===== src/rtl/vga_fb_arbiter.sv =====
// Single-port framebuffer arbiter: scanout reads (priority in active video, round-robin in blanking) vs a 1-entry write buffer.
// Read data 2 cycles after grant; writer backpressured via wr_ready_o while the buffer is full (1 word / 2 cycles max).
module vga_fb_arbiter #(
  parameter int ADDR_W = 17,
  parameter int DATA_W = 12
) (
  input  logic              clk_i,
  input  logic              reset_i,
  input  logic              blank_i,
  input  logic              rd_req_i,
  input  logic [ADDR_W-1:0] rd_addr_i,
  output logic              rd_valid_o,
  output logic [DATA_W-1:0] rd_data_o,
  input  logic              wr_valid_i,
  output logic              wr_ready_o,
  input  logic [ADDR_W-1:0] wr_addr_i,
  input  logic [DATA_W-1:0] wr_data_i,
  output logic              mem_en_o,
  output logic              mem_we_o,
  output logic [ADDR_W-1:0] mem_addr_o,
  output logic [DATA_W-1:0] mem_wdata_o,
  input  logic [DATA_W-1:0] mem_rdata_i,
  output logic [15:0]       wr_stall_cnt_o
);

  typedef enum logic { WB_EMPTY, WB_FULL } wb_state_t;
  typedef enum logic { GRANT_RD, GRANT_WR } grant_t;

  wb_state_t         wb_state;
  grant_t            last_grant;
  logic [ADDR_W-1:0] wb_addr;
  logic [DATA_W-1:0] wb_data;
  logic              rd_inflight;
  logic              rd_pend;
  logic              wr_pend;
  logic              grant_rd;
  logic              grant_wr;

  // Reset masks both requesters so nothing reaches memory while it is held.
  always_comb begin
    rd_pend  = rd_req_i & ~reset_i;
    wr_pend  = (wb_state == WB_FULL) & ~reset_i;
    grant_rd = 1'b0;
    grant_wr = 1'b0;
    if (rd_pend && wr_pend) begin
      if (blank_i && last_grant == GRANT_RD) grant_wr = 1'b1;
      else                                   grant_rd = 1'b1;
    end else begin
      grant_rd = rd_pend;
      grant_wr = wr_pend;
    end
  end

  assign mem_en_o    = grant_rd | grant_wr;
  assign mem_we_o    = grant_wr;
  assign mem_addr_o  = grant_wr ? wb_addr : rd_addr_i;
  assign mem_wdata_o = wb_data;

  always_ff @(posedge clk_i) begin
    if (reset_i) begin
      wb_state       <= WB_EMPTY;
      wr_ready_o     <= 1'b1;
      last_grant     <= GRANT_WR;
      rd_inflight    <= 1'b0;
      rd_valid_o     <= 1'b0;
      rd_data_o      <= '0;
      wr_stall_cnt_o <= '0;
    end else begin
      unique case (wb_state)
        WB_EMPTY: if (wr_valid_i) begin
          wb_state   <= WB_FULL;
          wr_ready_o <= 1'b0;
          wb_addr    <= wr_addr_i;
          wb_data    <= wr_data_i;
        end
        WB_FULL: if (grant_wr) begin
          wb_state   <= WB_EMPTY;
          wr_ready_o <= 1'b1;
        end
        default: wb_state <= WB_EMPTY;
      endcase

      if (grant_rd)      last_grant <= GRANT_RD;
      else if (grant_wr) last_grant <= GRANT_WR;

      // Memory returns data the cycle after the access; register it once more.
      rd_inflight <= grant_rd;
      rd_valid_o  <= rd_inflight;
      if (rd_inflight) rd_data_o <= mem_rdata_i;

      if (wr_valid_i && !wr_ready_o && wr_stall_cnt_o != 16'hFFFF)
        wr_stall_cnt_o <= wr_stall_cnt_o + 16'd1;
    end
  end

endmodule


===== config.mk =====
export PLATFORM = sky130hd
export DESIGN_NAME = vga_fb_arbiter
export DESIGN_NICKNAME = d
export VERILOG_FILES = /design/src/rtl/vga_fb_arbiter.sv
export SDC_FILE = /design/constraint.sdc
export NUM_CORES = 1
export LEC_CHECK = 0
export ABC_AREA = 1
export ABC_CLOCK_PERIOD_IN_PS = 2830
export CORE_ASPECT_RATIO = 0.9
export CORE_MARGIN = 4
export CORE_UTILIZATION = 41
export DETAILED_ROUTE_END_ITERATION = 12
export MAX_ROUTING_LAYER = met4
export PLACE_DENSITY_LB_ADDON = 0.05
export SETUP_SLACK_MARGIN = 0.2
export SYNTH_ARGS = -nofsm -noshare
export SYNTH_HDL_FRONTEND = slang
export SYNTH_SLANG_ARGS = --single-unit

===== constraint.sdc =====
create_clock -name clk_i -period 2.83 [get_ports clk_i]
set_clock_uncertainty 0.1 [all_clocks]
set_input_delay 0.4245 -clock clk_i [delete_from_list [all_inputs] [get_ports clk_i]]
set_output_delay 0.4245 -clock clk_i [all_outputs]
set_load 0.005 [all_outputs]

==> results of run 1 <==
==> registers in the layout, summed over array words and instances (netlist names) <==
register / count
wb_addr: 17
wr_stall_cnt_o: 16
mem_wdata_o: 12
rd_data_o: 12
last_grant: 1
rd_inflight: 1
rd_valid_o: 1
wb_state: 1
wr_ready_o: 1
==> power breakdown <==
group,switching [W],internal [W],total [W]
combinational,0.000112,0.000187,0.000300
sequential,0.0000164,0.000977,0.000994
clock,0.000343,0.000403,0.000746
==> worst min path at each step <==
| stage | start | endpoint | slack (ps) |
|---|---|---|---|
| global placement | last_grant$_SDFFE_PP1P_ | last_grant$_SDFFE_PP1P_ | 360 |
| floorplan | last_grant$_SDFFE_PP1P_ | last_grant$_SDFFE_PP1P_ | 330 |
| CTS | wb_state$_SDFF_PP0_ | wb_state$_SDFF_PP0_ | 380 |
| detailed placement | last_grant$_SDFFE_PP1P_ | last_grant$_SDFFE_PP1P_ | 370 |
| finish | wb_state$_SDFF_PP0_ | wb_state$_SDFF_PP0_ | 380 |
| global route | wb_state$_SDFF_PP0_ | wb_state$_SDFF_PP0_ | 430 |
==> layout by cell type (no fill, tap or decap), drive strengths merged, types with 9 or more instances in the layout <==
| master | netlist | routed |
|---|---|---|
| clkdlybuf4s50 | 0 | 122 |
| nand3 | 9 | 9 |
| dfxtp | 33 | 33 |
| inv | 22 | 22 |
| nand2 | 104 | 104 |
| edfxtp | 29 | 29 |
| nor2 | 56 | 56 |
| a21oi | 14 | 14 |
| o21ai | 15 | 15 |
| clkbuf | 4 | 10 |
==> repair_timing <==
item                                    4_1_cts  5_1_grt
endpoints found under the setup margin       17       17
pin swaps                                     1        0
buffers inserted                              2        0
gates resized for setup                       5        0
==> routing by layer <==
metal	routed length (um)	up-vias	global-route usage (%)
li1	-	1236	-
met5	0	-	-
met2	3100	84	28.5
met3	609	6	8.75
met1	2720	1048	19.7
met4	99	0	5.40
==> critical path, stage by stage <==
cell             delay [ps]
clkdlybuf4s50_1         450
nand2_1                  60
o21ai_2                 140
inv_2                    80
nor2_8                  170
buf_12                  150
nand2_1                  50
nand2_1                  60
clkdlybuf4s50_1         510
==> area by class of cell <==
cell class	count	area share, %
Timing Repair Buffer	127	30.5
Sequential cell	62	36.7
Multi-Input combinational cell	213	23.5
Inverter	22	2.10
Tap cell	87	2.61
Clock buffer	10	3.06
Clock inverter	6	1.50
==> cells by family (layout without fill, tap and decap cells) <==
| family | count (synthesis) | in the layout | synth area share (%) |
|---|---|---|---|
| AOI/OAI and AO/OA | 30 | 30 | 6.22 |
| xor gates and xnor gates | 6 | 6 | 2.00 |
| adders and majority gates | 1 | 1 | 0.475 |
| buffers and inverters | 30 | 165 | 5.23 |
| DFF | 62 | 62 | 58.1 |
| and+or+nand+nor | 176 | 176 | 27.9 |
==> per-stage QoR <==
stage               instances  total power (W)
finish                    527          0.00204
global route              527          0.00214
CTS                       527          0.00207
detailed placement        509          0.00131
global placement          509          0.00130
floorplan                 305          0.00111
==> flow_summary_export.csv, run 1 <==
group,metric,value,unit
power_and_ir_drop,p_per_area,489,mW/mm^2
yosys,synthCells,305,
route,vias,2374,
yosys,synth.area.top_cells,"edfxtp_1 (33%), dfxtp_1 (25%), nand2_1 (14%)",
min_path,hp-class,"register to register",
clock_tree,h-tree-depth,3,
critical_path,crit_arrival,2100,ps
timing,rsz0062_at_grt,"yes",
timing,worst_slew_pin_slew,463,ps
critical_path,cp-start-kind,"input port",
yosys,synth_commonest_cells,"nand2_1 (101), nor2_1 (47), dfxtp_1 (33)",
cells_and_area,n_antenna_cell,0,
floorplanning,initial_core_util,42.6,%
yosys,ys_ff_latch,62,
critical_path,cp-end-kind,"primary output",
yosys,ys.warnings.count,0,
clock_tree,clock-sinks,62,
route,dr.pass1.iters,4,
min_path,min_path_cells,2,
outcome,outcome,"completed",
yosys,yosysMostFrequentCell,"nand2_1",
yosys,async_flop_share,0,%
yosys,ys_seq_area_share,58.1,%
yosys,yosys.area.top_type,"edfxtp_1",
place,portBuffers,123,
timing,min_period,2620,ps
floorplanning,fp.coreArea,0.00618,sq mm
timing,hold_viol,0,
yosys,ys_types,25,
cells_and_area,regArea,0.00153,sq mm
route,drt_iter0_markers,80,
floorplanning,io_pins,124,
critical_path,worstSetupStartpoint,"blank_i",
global_route,grt_pass1_vias,2281,
yosys,synth_top_cell_area_share,33.1,%
critical_path,path_max_fanout,14,
floorplanning,die_w,92.5,um
critical_path,r2r_slack,1170,ps
global_route,antenna_found_initial,0,
cells_and_area,area_growth,58.4,%
route,wl_per_cell,12.4,um
timing,report.final.setup_viol,0,
job,maxCapViolCount,0,
critical_path,worstRegToRegCells,7,
global_route,track_usage,17.9,%
cells_and_area,design_area,0.00417,sq mm
clock_tree,max-clock-path-buffers,2,
floorplanning,num_rows,27,
clock_tree,cts.clk_slew.worst_paths,70,ps
cells_and_area,nets,499,
yosys,synthFlopType,"dfxtp_1",
cells_and_area,fill_cells,512,
floorplanning,die_h,84.0,um
critical_path,timing.critical_path.to,"mem_addr_o[6]",
route,drc_errors,0,
timing,period_share,92.6,%
place,dpl_worst_slack,89.3,ps
yosys,syn_area,0.00263,sq mm
power_and_ir_drop,vdd_drop_max,0.312,mV
yosys,avgSynthCellArea,8.64,sq um
place,place.gp.congestion,0.794,
timing,hold_slack,383,ps
timing,finalMaxSlewViolations,0,
clock_tree,cts_hold_buf,0,
cells_and_area,utilization,67.5,%
timing,relSlewSlack,69.1,%
place,dp_hpwl,4760,um
route,via_per_inst,4.50,
global_route,gr-total-overflow,0,
route,routed_wirelength,6520,um
clock_tree,clockRootBuffer,"clkbuf_8",
timing,fin_tns_setup,0,ps
cells_and_area,drive_gt1_share,8.18,%
critical_path,crit_type,"input port to primary output",
global_route,grt_first_pass_wirelength,10500,um
global_route,grt_max_degree,30,
clock_tree,numCtsBuffers,9,
clock_tree,cts_tree,"done",
place,placed_cell_area,0.00394,sq mm
route,ant_nets,0,
critical_path,worstReg2RegEnd,"wr_stall_cnt_o[5]$_SDFFE_PP0P_",
timing,setup_slack,210,ps
timing,clock.fmax,382,MHz
yosys,synth_fp_nets,369,
power_and_ir_drop,power.leakage,1.62,nW
floorplanning,die-area,0.00777,sq mm
yosys,synth_edf_count,29,
critical_path,required,2310,ps
critical_path,r2r-start,"wr_stall_cnt_o[0]$_SDFFE_PP0P_",
clock_tree,insertion_delay,340,ps
cells_and_area,multiInputGateArea,981,sq um
No activity file was read; power rests on OpenSTA's default activity.
==> run 2: changes to the inputs <==
--- a/config.mk
+++ b/config.mk
@@ -10,6 +10,7 @@
 export CORE_ASPECT_RATIO = 0.9
 export CORE_MARGIN = 4
 export CORE_UTILIZATION = 41
+export CTS_CLUSTER_SIZE = 28
 export DETAILED_ROUTE_END_ITERATION = 12
 export MAX_ROUTING_LAYER = met4
 export PLACE_DENSITY_LB_ADDON = 0.05
==> results of run 2 <==
Same layout as run 1: the final DEF is identical, and so are final timing and power.
==> run 3: changes to the inputs <==
--- a/config.mk
+++ b/config.mk
@@ -6,7 +6,7 @@
 export NUM_CORES = 1
 export LEC_CHECK = 0
 export ABC_AREA = 1
-export ABC_CLOCK_PERIOD_IN_PS = 2830
+export ABC_CLOCK_PERIOD_IN_PS = 2650
 export CORE_ASPECT_RATIO = 0.9
 export CORE_MARGIN = 4
 export CORE_UTILIZATION = 41
==> constraint.sdc (replaced) <==
create_clock -name clk_i -period 2.65 [get_ports clk_i]
set_clock_uncertainty 0.1 [all_clocks]
set_input_delay 0.3975 -clock clk_i [delete_from_list [all_inputs] [get_ports clk_i]]
set_output_delay 0.3975 -clock clk_i [all_outputs]
set_load 0.005 [all_outputs]
==> run 3 against run 2 <==
Against the previous run: sequential share of layout area fell by 0.45 points; final area rose by 1.2%; largest cell class unchanged; global-route usage barely moved; sequential cell count did not move; combinational power rose by 6%; non-clock buffer count rose by 6; via count rose by 2.4%; critical endpoint is now mem_addr_o[0]; critical path type unchanged.
==> flow_summary_export.csv, run 3 (synthesis results as in run 1) <==
group,metric,value,unit
global_route,antenna_found_initial,0,
place,place.gp.congestion,0.791,
place,placed_cell_area,0.00395,sq mm
clock_tree,cts_hold_buf,0,
critical_path,crit_arrival,2060,ps
power_and_ir_drop,power,0.00225,W
critical_path,crit_type,"input port to primary output",
power_and_ir_drop,vdd_drop_max,0.369,mV
power_and_ir_drop,p_per_area,532,mW/mm^2
timing,clock.fmax,390,MHz
cells_and_area,final_common_cell,"clkdlybuf4s50_1",
global_route,grt_first_pass_wirelength,10700,um
floorplanning,initial_core_util,42.6,%
timing,fin_tns_setup,0,ps
critical_path,r2r-start,"wr_stall_cnt_o[0]$_SDFFE_PP0P_",
clock_tree,cts_tree,"done",
cells_and_area,n_antenna_cell,0,
global_route,grt_pass1_vias,2350,
clock_tree,insertion_delay,320,ps
timing,finalMaxSlewViolations,0,
critical_path,path_max_fanout,8,
critical_path,cp-end-kind,"primary output",
floorplanning,die-area,0.00777,sq mm
min_path,hp-class,"register to register",
place,dp_hpwl,4830,um
job,maxCapViolCount,0,
floorplanning,num_rows,27,
route,drt-met1-wl,2810,um
clock_tree,clockRootBuffer,"clkbuf_8",
critical_path,r2r_slack,940,ps
critical_path,worstReg2RegEnd,"wr_stall_cnt_o[14]$_SDFFE_PP0P_",
min_path,holdPathEnd,"last_grant$_SDFFE_PP1P_",
cells_and_area,largest-register,"wb_addr",
clock_tree,max-clock-path-buffers,2,
timing,report.final.setup_viol,0,
cells_and_area,reg_top3,"wb_addr: 17 flops, wr_stall_cnt_o: 16 flops",
cells_and_area,drive_gt1_share,9.42,%
global_route,gr-total-overflow,0,
timing,rsz0062_at_grt,"yes",
route,vias,2430,
route,wl_met2,3230,um
cells_and_area,layout_common_cells,"clkdlybuf4s50_1 (109), nand2_1 (101), nor2_1 (46)",
timing,hold_slack,379,ps
critical_path,cp-start-kind,"input port",
clock_tree,cts.clk_slew.worst_paths,60,ps
outcome,outcome,"completed",
route,dr.pass1.iters,4,
critical_path,required,2150,ps
critical_path,worstRegToRegCells,7,
route,wl_per_cell,12.6,um
clock_tree,numCtsBuffers,9,
timing,worst_slew_pin_slew,474,ps
power_and_ir_drop,power.leakage,1.72,nW
min_path,min_path_cells,2,
route,top_layer,"met4",
timing,relSlewSlack,68.3,%
route,met3_length,595,um
floorplanning,io_pins,124,
route,drc_errors,0,
clock_tree,h-tree-depth,3,
floorplanning,die_w,92.5,um
timing,min_period,2560,ps
min_path,min-delay-start,"last_grant$_SDFFE_PP1P_",
floorplanning,die_h,84.0,um
route,drt_iter0_markers,92,
cells_and_area,utilization,68.3,%
cells_and_area,nets,505,
global_route,track_usage,17.9,%
global_route,grt_max_degree,30,
route,ant_nets,0,
timing,period_share,96.7,%
cells_and_area,fill_cells,537,
clock_tree,clock-sinks,62,
cells_and_area,area_growth,60.3,%
route,routed_wirelength,6700,um
timing,hold_viol,0,
floorplanning,fp.coreArea,0.00618,sq mm
cells_and_area,largest_reg_flops,17,
place,portBuffers,123,
cells_and_area,design_area,0.00422,sq mm
route,via_per_inst,4.56,
run 3: cell types whose count changed in the layout (fill, tap and decap cells not counted), moves of 2 or more:
| cell | delta |
|---|---|
| clkinvlp_4 | -3 |
| clkbuf_2 | +2 |
| clkdlybuf4s15_1 | +2 |
| buf_4 | +4 |
| buf_6 | +3 |
| dlymetal6s2s_1 | +4 |
| clkinv_1 | +3 |
| dlygate4sd2_1 | +5 |
| clkdlybuf4s50_1 | -13 |
run 3: worst max path at each step:
stage                     startpoint                  endpoint  slack, ps
after floorplan              reset_i  mem_wdata_o[0]$_DFFE_PP_        600
after global placement       reset_i             mem_addr_o[4]        -20
after detailed placement     reset_i             mem_addr_o[5]        -80
after CTS                    blank_i             mem_addr_o[1]         40
after global routing         blank_i             mem_addr_o[0]          7
final                        blank_i             mem_addr_o[0]         90
run 3: worst max-delay path, stage by stage:
cell,delay [ps]
clkdlybuf4s50_1,460
nand2_1,60
o21ai_2,140
inv_2,80
nor2_8,180
buf_6,140
nand2_1,50
nand2_1,60
clkdlybuf4s50_1,500
run 3: metal layers:
metal | global-route usage (%) | vias to the layer above
met1 | 19.5 | 1089
met3 | 8.03 | 6
met2 | 29.2 | 87
met4 | 5.40 | 0
met5 | - | -
li1 | - | 1248
run 3: through the flow:
step                cells  setup slack, ps
floorplan             305              603
global placement      510            -18.6
detailed placement    510            -81.7
CTS                   532             39.2
global route          533             7.37
finish                533             88.3
run 3: cell type report:
cell class | instances | area [sq um] | area share, %
clock inverters | 6 | 76.3 | 1.81
multi-input cells | 213 | 981 | 23.2
clock buffers | 10 | 128 | 3.02
repair buffers | 133 | 1310 | 31.0
flip-flops and latches | 62 | 1530 | 36.3
inverters | 22 | 87.6 | 2.07
well taps | 87 | 109 | 2.58
run 3: repair_timing:
action,in CTS,in global routing
resized for setup,13,15
endpoints found under the setup margin,18,13
setup buffers,6,1
pin swaps,1,2
cloned,0,0
run 3: where the power goes:
part	internal [W]	total [W]	switching (W)	leakage, nW
Clock	0.000519	0.000864	0.000345	0.103
Combinational	0.000196	0.000319	0.000123	1.08
Sequential	0.00104	0.00106	0.0000177	0.539
